===== src/rtl/cpu_timing_ctrl_if.sv =====
// Signal bundle between the CPU timing controller (master) and the Z80 wrapper /
// memory mapper side (slave).
interface cpu_timing_ctrl_if;
    logic       mreq;
    logic       contend;
    logic       pe;
    logic       ne;
    logic       irq;
    logic       hold;
    logic [7:0] hcount;
    logic [8:0] vcount;

    modport master (
        input  mreq, contend,
        output pe, ne, irq, hold, hcount, vcount
    );

    modport slave (
        output mreq, contend,
        input  pe, ne, irq, hold, hcount, vcount
    );
endinterface


===== src/rtl/cpu_timing_ctrl.sv =====
// Z80 clock-enable sequencer, frame T-state counters, 50 Hz irq and +3-style memory
// contention. Contention is built only when CONTENTION_EN is defined.
module cpu_timing_ctrl #(
    parameter int DIV        = 8,
    parameter int HTOT       = 228,
    parameter int VTOT       = 311,
    parameter int IRQ_LEN    = 32,
    parameter int CONT_V0    = 63,
    parameter int CONT_LINES = 192,
    parameter int CONT_HLEN  = 128
) (
    input  logic              clock,
    input  logic              reset,
    cpu_timing_ctrl_if.master bus
);
    localparam int CW = $clog2(DIV);

    logic [CW-1:0] c;
    logic          tick;
    logic          half;
    logic [7:0]    h_nxt;
    logic [8:0]    v_nxt;

    assign tick = (c == CW'(DIV - 1));
    assign half = (c == CW'(DIV / 2 - 1));

    always_comb begin
        h_nxt = bus.hcount + 8'd1;
        v_nxt = bus.vcount;
        if (bus.hcount == 8'(HTOT - 1)) begin
            h_nxt = 8'd0;
            v_nxt = (bus.vcount == 9'(VTOT - 1)) ? 9'd0 : bus.vcount + 9'd1;
        end
    end

    // Video timing never stretches: counters advance on every boundary, held or not.
    always_ff @(posedge clock or posedge reset) begin
        if (reset) begin
            c          <= '0;
            bus.hcount <= 8'd0;
            bus.vcount <= 9'd0;
            bus.pe     <= 1'b0;
            bus.ne     <= 1'b0;
            bus.irq    <= 1'b1;
        end else begin
            c       <= tick ? '0 : c + 1'b1;
            bus.pe  <= tick && !bus.hold;
            bus.ne  <= half && !bus.hold;
            bus.irq <= !(bus.vcount == 9'd0 && bus.hcount < 8'(IRQ_LEN));
            if (tick) begin
                bus.hcount <= h_nxt;
                bus.vcount <= v_nxt;
            end
        end
    end

`ifdef CONTENTION_EN
    logic granted;
    logic in_win;
    logic hold_nxt;

    // Decision is made for the T-state being entered, hence h_nxt/v_nxt.
    always_comb begin
        in_win   = (v_nxt >= 9'(CONT_V0)) &&
                   (v_nxt <= 9'(CONT_V0 + CONT_LINES - 1)) &&
                   (h_nxt < 8'(CONT_HLEN));
        hold_nxt = !bus.mreq && bus.contend && !granted && in_win &&
                   (h_nxt[2:0] != 3'd1);
    end

    // granted limits each memory cycle to a single penalty; the CPU is frozen while
    // held, so mreq stays low until the access completes.
    always_ff @(posedge clock or posedge reset) begin
        if (reset) begin
            bus.hold <= 1'b0;
            granted  <= 1'b0;
        end else if (tick) begin
            bus.hold <= hold_nxt;
            if (bus.mreq)
                granted <= 1'b0;
            else if (bus.contend && !hold_nxt)
                granted <= 1'b1;
        end
    end
`else
    assign bus.hold = 1'b0;
`endif

endmodule


===== src/flat_wrapper.sv =====
// flat-port wrapper written by rule: the top's interface ports become plain ports
module cpu_timing_ctrl_flat 
#(
    parameter int DIV        = 8,
    parameter int HTOT       = 228,
    parameter int VTOT       = 311,
    parameter int IRQ_LEN    = 32,
    parameter int CONT_V0    = 63,
    parameter int CONT_LINES = 192,
    parameter int CONT_HLEN  = 128
)
  (clock, reset, bus_mreq, bus_contend, bus_pe, bus_ne, bus_irq, bus_hold, bus_hcount, bus_vcount);
  cpu_timing_ctrl_if bus_i ();
  input  logic clock;
  input  logic reset;
  input wire logic [$bits(bus_i.mreq)-1:0] bus_mreq;
  input wire logic [$bits(bus_i.contend)-1:0] bus_contend;
  output wire logic [$bits(bus_i.pe)-1:0] bus_pe;
  output wire logic [$bits(bus_i.ne)-1:0] bus_ne;
  output wire logic [$bits(bus_i.irq)-1:0] bus_irq;
  output wire logic [$bits(bus_i.hold)-1:0] bus_hold;
  output wire logic [$bits(bus_i.hcount)-1:0] bus_hcount;
  output wire logic [$bits(bus_i.vcount)-1:0] bus_vcount;
  assign bus_i.mreq = bus_mreq;
  assign bus_i.contend = bus_contend;
  assign bus_pe = bus_i.pe;
  assign bus_ne = bus_i.ne;
  assign bus_irq = bus_i.irq;
  assign bus_hold = bus_i.hold;
  assign bus_hcount = bus_i.hcount;
  assign bus_vcount = bus_i.vcount;
  cpu_timing_ctrl #(.DIV(DIV), .HTOT(HTOT), .VTOT(VTOT), .IRQ_LEN(IRQ_LEN), .CONT_V0(CONT_V0), .CONT_LINES(CONT_LINES), .CONT_HLEN(CONT_HLEN)) u_core (.clock(clock), .reset(reset), .bus(bus_i));
endmodule

===== config.mk =====
export PLATFORM = sky130hd
export DESIGN_NAME = cpu_timing_ctrl_flat
export DESIGN_NICKNAME = d
export VERILOG_FILES = /design/src/rtl/cpu_timing_ctrl_if.sv /design/src/rtl/cpu_timing_ctrl.sv /design/src/flat_wrapper.sv
export SDC_FILE = /design/constraint.sdc
export NUM_CORES = 1
export LEC_CHECK = 0
export CAP_MARGIN = 15
export CORE_MARGIN = 8
export CORE_UTILIZATION = 52
export CTS_BUF_LIST = sky130_fd_sc_hd__clkbuf_8
export DETAILED_ROUTE_END_ITERATION = 8
export PLACE_DENSITY = 0.83
export SYNTH_ARGS = -nofsm -noshare
export SYNTH_HDL_FRONTEND = slang
export SYNTH_SLANG_ARGS = --single-unit
export TNS_END_PERCENT = 5

===== constraint.sdc =====
create_clock -name clock -period 2.2 [get_ports clock]
set_clock_uncertainty 0.15 [all_clocks]
set_input_delay 0.33 -clock clock [delete_from_list [all_inputs] [get_ports clock]]
set_output_delay 0.33 -clock clock [all_outputs]
set_load 0.005 [all_outputs]

==> results.yml <==
critical_path:
  required_ns: 2.25
  critPathMaxFanout: 7
  start_kind: "flip-flop"
  setup.worst_path.start: "u_core.bus.hcount[4]"
  reg2regPathDepth: 4
  cp-endpoint: "u_core.bus.vcount[7]"
  r2r-start: "u_core.bus.hcount[4]"
  crit_buf_inv: 0
  cp.depth: 4
  max_stage_delay_ns: 0.55
  path_delay_family: "simple AND/OR/NAND/NOR gates"
  r2r_end: "u_core.bus.vcount[7]"
  worstPathArrival_ns: 2.08
  end_kind: "flip-flop"
  critPathSlowestCell: "or4b_1"
  worstSetupPathType: "reg -> reg"
  reg2reg_slack_ns: 0.17
  path_cells: "or4b_1 > or3_1 > nor3_4 > xor2_1"
yosys:
  synth_seq_cells: 23
  avgSynthCellArea_um2: 10.1
  synthCells: 114
  synth-compound-area-share_pct: 8.60
  synth_fa_ha_area_share_pct: 7.62
  synth-seq-area-share_pct: 50.2
  synth_top_family_by_area: "simple AND/OR/NAND/NOR gates"
  synth_mux_area_share_pct: 0.871
  syn_nets: 125
  synth_cell_types: 30
  syn_area_mm2: 0.00115
  synth-simple-area-share_pct: 22.0
  yosys_warnings: 0
  synth_xor_xnor_area_share_pct: 5.33
clock_network:
  cts_htree_levels: 1
  tritoncts: "built"
  clkTransAtPathRegs_ns: 0.09
  postCtsSetupBuffers: 0
  clock_path_buffers: 2
  cts_buffers: 3
  clk_latency_ns: 0.26
  cts-resized-gates: 0
  clock_sinks: 23
  cts-root-buf: "clkbuf_8"
  holdBufCountCts: 0
drt:
  via_per_inst: 5.57
  routed-via-count: 936
  drtPass1Iterations: 4
  drt-initial-drc-count: 45
  wl_per_cell_um: 14.0
  ant_nets: 0
  drc: 0
  routed_wl_mm: 2.35
placement:
  io_buffers: 21
  hpwlAfterDp_mm: 1.78
  routabilityCongestion: 0.965
floorplan:
  ioPinCount: 25
  die_h_um: 63.0
  rows: 17
  start_util_pct: 53.5
  die_area_mm2: 0.00397
  die_w_um: 63.0
  coreArea_mm2: 0.00215
timing:
  finalSetupViolCount: 0
  fin_setup_tns_ns: 0
  finalWorstPathRequiredPeriod_ns: 2.03
  clock.fmax_mhz: 492
  final_hold_viol_count: 0
  fin_crit_sh_pct: 92.4
  drv_slew: 0
  rsz0062_at_grt: "no"
global_route:
  grt_use_total_pct: 12.0
  grt_pass1_vias: 925
  grt.overflow.total: 0
  grt_max_degree: 14
  antenna_found_initial: 0
  grt_pass1_wl_mm: 4.07
power:
  vdd_ir_drop_max_mv: 0.449
  p_per_area_mw_per_mm2: 478
  total_power_w: 0.000695
  p_leak_nw: 0.641
finish:
  n_antenna_cell: 0
  drive_above_1_share_pct: 8.57
  final_util_pct: 67.7
  layout_common_cells: "dfrtp_1, clkdlybuf4s50_1, o21ai_0"
  fin_nets: 152
  final_common_cell: "dfrtp_1"
  area_delta_synth_final_pct: 26.4
job:
  maxCapViolCount: 0
min_path:
  hp-class: "in -> async"
run_status:
  status: "finished, final reports clean"
[registers in the layout (all words and copies together) (netlist names)]
register	cells
u_core.bus.irq	1
u_core.bus.vcount	9
u_core.bus.hcount	8
u_core.bus.ne	1
u_core.bus.pe	1
u_core.c	3
[final cells by class]
cell class	instances	area (um2)
clock buffer	3	41.3
clock inverter	1	5.00
fill	173	694
inverter	7	26.3
multi-input combinational	79	514
sequential	23	577
tap	28	35.0
timing repair buffer	27	255
[power breakdown]
part,internal (W),switching (W)
registers,0.000422,0
clock network,0.000126,0.000135
logic,0.00000281,0.00000864
total,0.000551,0.000144
[Yosys cell counts]
cell type  instances  area [um2]
dfrtp_1           22         551
o21ai_0           10        50.1
nand2_1            9        33.8
ha_1               7        87.6
inv_1              7        26.3
nand3_1            5        25.0
nand4_1            5        31.3
nor2_1             5        18.8
or3_1              5        31.3
a21oi_1            4        20.0
and3_1             4        25.0
xnor2_1            4        35.0
a31oi_1            3        18.8
nor3_1             3        15.0
xor2_1             3        26.3
buf_2              2        10.0
nor4b_1            2        17.5
o21ai_1            2        10.0
and2_1             1        6.26
buf_4              1        7.51
buf_6              1        11.3
clkbuf_1           1        3.75
conb_1             1        3.75
dfstp_2            1        26.3
mux2i_1            1        10.0
nand4b_1           1        8.76
nor3_4             1        16.3
nor4_1             1        6.26
or4_1              1        7.51
or4b_1             1        10.0
[logic make-up after synthesis]
logic type      count (synthesis)
compound gates                 19
xor+xnor                        7
fa+ha+maj                       7
buf+inv                        12
flops                          23
mux                             1
other cells                     1
simple gates                   44
[per-stage QoR]
step	setup WS (ns)	std cells	hold slack (ns)	instance area, um2
2_1_floorplan	0.199	114	0.181	1150
3_3_place_gp	0.223	164	0.264	1410
3_5_place_dp	0.199	164	0.282	1410
4_1_cts	0.184	168	0.211	1450
5_1_grt	0.0792	168	0.252	1450
6_report	0.168	168	0.196	1450
[worst min-delay path by stage]
stage,from,to,slack (ns),cells after the start
3_5_place_dp,u_core.c[0],u_core.c[0],0.28,1
5_1_grt,reset,u_core.bus.vcount[6],0.25,2
6_report,reset,u_core.bus.vcount[0],0.20,2
2_1_floorplan,reset,u_core.bus.hcount[0],0.18,1
3_3_place_gp,u_core.c[0],u_core.c[0],0.26,1
4_1_cts,reset,u_core.bus.vcount[0],0.21,2
[per-layer routing]
metal,routed length (um),track usage [%],up-vias
met5,0,0,-
met2,1130,20.5,30
met3,196,4.66,6
met1,995,13.8,449
li1,-,-,451
met4,27,2.85,0
No activity file was read; power rests on OpenSTA's default activity.
